===== config.mk =====
export PLATFORM = sky130hd
export DESIGN_NAME = outpkt_pack64
export DESIGN_NICKNAME = d
export VERILOG_FILES = /design/src/rtl/outpkt_pack64.sv
export SDC_FILE = /design/constraint.sdc
export NUM_CORES = 1
export LEC_CHECK = 0
export BUFFER_PORTS_ARGS = -buffer_cell sky130_fd_sc_hd__buf_4
export CAP_MARGIN = 10
export CORE_MARGIN = 1
export CORE_UTILIZATION = 61
export DETAILED_ROUTE_END_ITERATION = 16
export PLACE_DENSITY = 0.95
export SYNTH_ARGS = -nofsm -noshare
export SYNTH_HDL_FRONTEND = slang
export SYNTH_SLANG_ARGS = --single-unit

===== constraint.sdc =====
create_clock -name CLK -period 6.1 [get_ports CLK]
set_clock_uncertainty 0.2 [all_clocks]
set_input_delay 0.305 -clock CLK [delete_from_list [all_inputs] [get_ports CLK]]
set_output_delay 0.305 -clock CLK [all_outputs]
set_load 0.01 [all_outputs]

===== src/rtl/outpkt_pack64.sv =====
// Packs a 16-bit packet word stream into zero-padded 64-bit words for the output FIFO.
// Optional idle-timeout flush of partial words: define OUTPKT_PACK_FLUSH_TIMEOUT_EN.
module outpkt_pack64 #(
  parameter int FLUSH_TIMEOUT = 255
) (
  input  logic        CLK,
  input  logic        RST_N,
  input  logic [15:0] din,
  input  logic        pkt_end,
  input  logic        wr_en,
  output logic        full,
  output logic [63:0] dout,
  output logic        out_wr_en,
  input  logic        out_full,
  output logic        idle
);

  // Lane 3 is only used to park a completed word while the output register is busy (cnt==4).
  logic [3:0][15:0] acc_q, acc_d;
  logic [2:0]       cnt_q, cnt_d;
  logic [63:0]      dout_q, dout_d;
  logic             out_valid_q, out_valid_d;

  logic             reg_free, wr_ok, complete, flush;
  logic [3:0][15:0] cpl_word;

  assign full      = (cnt_q == 3'd4);
  assign out_wr_en = out_valid_q & ~out_full;
  assign reg_free  = ~out_valid_q | out_wr_en;
  assign idle      = (cnt_q == 3'd0) & ~out_valid_q;
  assign dout      = dout_q;
  assign wr_ok     = wr_en & ~full;

`ifdef OUTPKT_PACK_FLUSH_TIMEOUT_EN
  logic [15:0] timer_q, timer_d;
  logic        idle_cyc;

  assign idle_cyc = ~wr_en & (cnt_q != 3'd0) & (cnt_q != 3'd4);
  assign flush    = idle_cyc & (timer_q == 16'(FLUSH_TIMEOUT - 1));
  assign timer_d  = (idle_cyc & ~flush) ? timer_q + 16'd1 : 16'd0;

  always_ff @(posedge CLK or negedge RST_N) begin
    if (!RST_N) timer_q <= '0;
    else        timer_q <= timer_d;
  end
`else
  // Timer not built; the comparison keeps the parameter referenced and is always false.
  assign flush = (FLUSH_TIMEOUT < 0);
`endif

  assign complete = (wr_ok & ((cnt_q == 3'd3) | pkt_end)) | flush;

  // Lanes below cnt come from the accumulator, the written lane from din, the rest are zero.
  always_comb begin
    cpl_word = '0;
    for (int l = 0; l < 4; l++) begin
      if (3'(l) < cnt_q)                 cpl_word[l] = acc_q[l];
      else if (3'(l) == cnt_q && wr_ok)  cpl_word[l] = din;
    end
  end

  always_comb begin
    acc_d       = acc_q;
    cnt_d       = cnt_q;
    dout_d      = dout_q;
    out_valid_d = out_wr_en ? 1'b0 : out_valid_q;
    if (full) begin
      if (reg_free) begin
        dout_d      = acc_q;
        out_valid_d = 1'b1;
        cnt_d       = 3'd0;
      end
    end else if (complete) begin
      if (reg_free) begin
        dout_d      = cpl_word;
        out_valid_d = 1'b1;
        cnt_d       = 3'd0;
      end else begin
        acc_d = cpl_word;
        cnt_d = 3'd4;
      end
    end else if (wr_ok) begin
      acc_d[cnt_q[1:0]] = din;
      cnt_d             = cnt_q + 3'd1;
    end
  end

  always_ff @(posedge CLK or negedge RST_N) begin
    if (!RST_N) begin
      acc_q       <= '0;
      cnt_q       <= '0;
      dout_q      <= '0;
      out_valid_q <= 1'b0;
    end else begin
      acc_q       <= acc_d;
      cnt_q       <= cnt_d;
      dout_q      <= dout_d;
      out_valid_q <= out_valid_d;
    end
  end

endmodule

==> reports/metrics.csv <==
metric,value,unit
status,finished clean,
setup_violations,0,
max-vdd-ir-drop,0.2425,mV
ys_top_cells_by_area,"dfrtp_1 56%, a22o_1 19%, mux2_2 9.0%",
arrival,3.78,ns
clkSinkCount,132,
grt_overflow,0,
grt_pass1_wl,25200,µm
drv_slew,0,
yosysSeqAreaShare,56.03,%
rr_startpoint,cnt_q[2],
timing.hold.ws,0.1052,ns
grt_max_degree,82,
max_cap_viol_count,0,
num_vias,4505,
cts_root_buf,clkbuf_8,
max_slew_margin,26.41,%
yosysTopAreaCellShare,56.03,%
detail-route-antenna-nets,0,
path_class,register to register,
async_flop_share,100.0,%
yosys_warnings,0,
cp_max_fo,35,
synth_area_leader_cell,dfrtp_1,
seq_area,3303,µm²
hpwlAfterDp,8715,µm
fmax,279.2,MHz
reg2reg_to,dout[21],
power.density,573.8,nW/µm²
htree_levels,4,
syn2layout_area_growth,24.02,%
hold_path_end,out_valid_q,
fin_nets,552,
r2r_slack,2.52,ns
die_h,100.3,µm
rsz0062_at_grt,false,
gp_congestion,0.9469,
n_fill_cell,517,
power.leakage,3.602,nW
cts_resized,0,
syn-cell-area,5896,µm²
whs_path_depth,3,
drt_drc_violations_left,0,
drive_above_1_share,34.26,%
synth_edf_count,0,
final_util,78.76,%
setup_tns,0,ns
hold_class,input port to register,
fin_area,7312,µm²
synth_ff_type,dfrtp_1,
cts_tree,built,
synthCells,444,
setup.worst_path.start,cnt_q[2],
initial_core_util,63.50,%
port_buffers,87,
clock_latency,0.52,ns
cts_buffer_depth,2,
syn-num-nets,469,
wirelength,16240,µm
drt_iter0_markers,560,
antenna_cells,0,
end_kind,register,
hold_viol_final,0,
drt_pass1_iterations,5,
io_pins,88,
multiInputGateArea,2336,µm²
syn_avg_cell_area,13.28,µm²
clk_pin_slew,0.06,ns
viasPerCell,6.734,
die_area,10060,µm²
hold_start,out_full,
core-area,9284,µm²
p_total,4.195,mW
placed_cell_area,6502,µm²
synth-seq-cells,132,
grt_pass1_vias,4445,
grtUsageTotal,33.75,%
finalCritPeriodShare,58.71,%
die_w,100.3,µm
worst_pin_slew,1.104,ns
antenna_found_initial,0,
cts_buffers,17,
r2r_cells,5,
ys_types,45,
post_drt_wl_per_cell,24.28,µm
num_rows,35,
required,6.30,ns
period_needed,3.581,ns
crit_path_start_kind,register,
where the power goes:
part	internal, mW	total, mW	switching (mW)	leakage [nW]
logic	0.837	1.61	0.772	1.58
clock network	0.592	1.02	0.426	0.286
registers	1.26	1.57	0.307	1.74
kinds of logic after synthesis:
| kind of cell | count (synthesis) | synth area share, % |
|---|---|---|
| mux | 65 | 12.39 |
| buf+inv | 55 | 4.584 |
| compound gates | 154 | 22.58 |
| simple gates | 34 | 3.565 |
| flops | 132 | 56.03 |
| fa+ha+maj | 4 | 0.8489 |
worst max path at each step:
stage,end,slack [ns]
final,dout[21],2.52
after global routing,dout[32],2.38
after CTS,dout[15],2.56
after detailed placement,dout[17],2.62
after global placement,dout[28],2.74
after floorplan,acc_q[53],3.81
worst max-delay path: stages (launching register included):
cell and delay [ns]:
dfrtp_1 0.79, and3b_1 0.52, o21ai_1 0.16, a21oi_4 0.80, buf_4 0.56, mux2_2 0.40
metrics by stage:
step / cells / setup slack, ns
after floorplan: 444 / 3.810
after global placement: 614 / 2.736
after detailed placement: 614 / 2.619
after CTS: 665 / 2.562
after global routing: 669 / 2.384
final: 669 / 2.519
routing by layer:
metal | vias to the layer above | wire length [µm] | track usage [%]
met4 | 0 | 486 | 13.82
li1 | 1857 | - | -
met2 | 320 | 7938 | 54.32
met1 | 2262 | 6402 | 44.70
met5 | - | 0 | 0
met3 | 66 | 1417 | 7.451
what timing repair did:
action	CTS	global route
hold endpoints to repair	116	0
setup buffers	0	0
hold buffers	19	0
final cells by class:
type / count / area share, %
Multi-Input combinational cell: 257 / 31.95
Inverter: 5 / 0.2567
Sequential cell: 132 / 45.17
Clock buffer: 17 / 5.664
Tap cell: 129 / 2.207
Clock inverter: 15 / 2.344
Timing Repair Buffer: 114 / 12.41
cells in the final DEF, fill, tap and decap left out, types with 2 or more instances in the layout:
cell type / count
a21oi_1: 4
a22o_1: 127
a32o_1: 2
and3_1: 4
buf_4: 94
bufinv_16: 2
clkbuf_16: 16
clkinv_4: 6
dfrtp_1: 132
dlygate4sd3_1: 19
ha_1: 4
inv_1: 4
inv_6: 4
mux2_1: 17
mux2_2: 47
nand2_1: 8
nor2_1: 4
nor2b_1: 5
nor3_1: 2
nor3b_1: 3
o211ai_1: 2
o21ai_0: 3
o21ai_1: 3
sequential cells by signal, indices dropped and copies added, names as in the netlist:
name	flops
acc_q	64
cnt_q	3
dout	64
out_valid_q	1
synth_stat cells, drive strengths merged, types with 2 or more instances:
cell	count
o211ai	2
nand2	8
nor3b	3
mux2	64
clkbuf	12
a21oi	5
buf	38
nor3	2
nor2	4
dfrtp	132
a32o	2
nor2b	5
ha	4
inv	5
a21boi	2
and3	4
a22o	127
o21ai	7
Note: power is estimated with default switching activity, not from simulation.
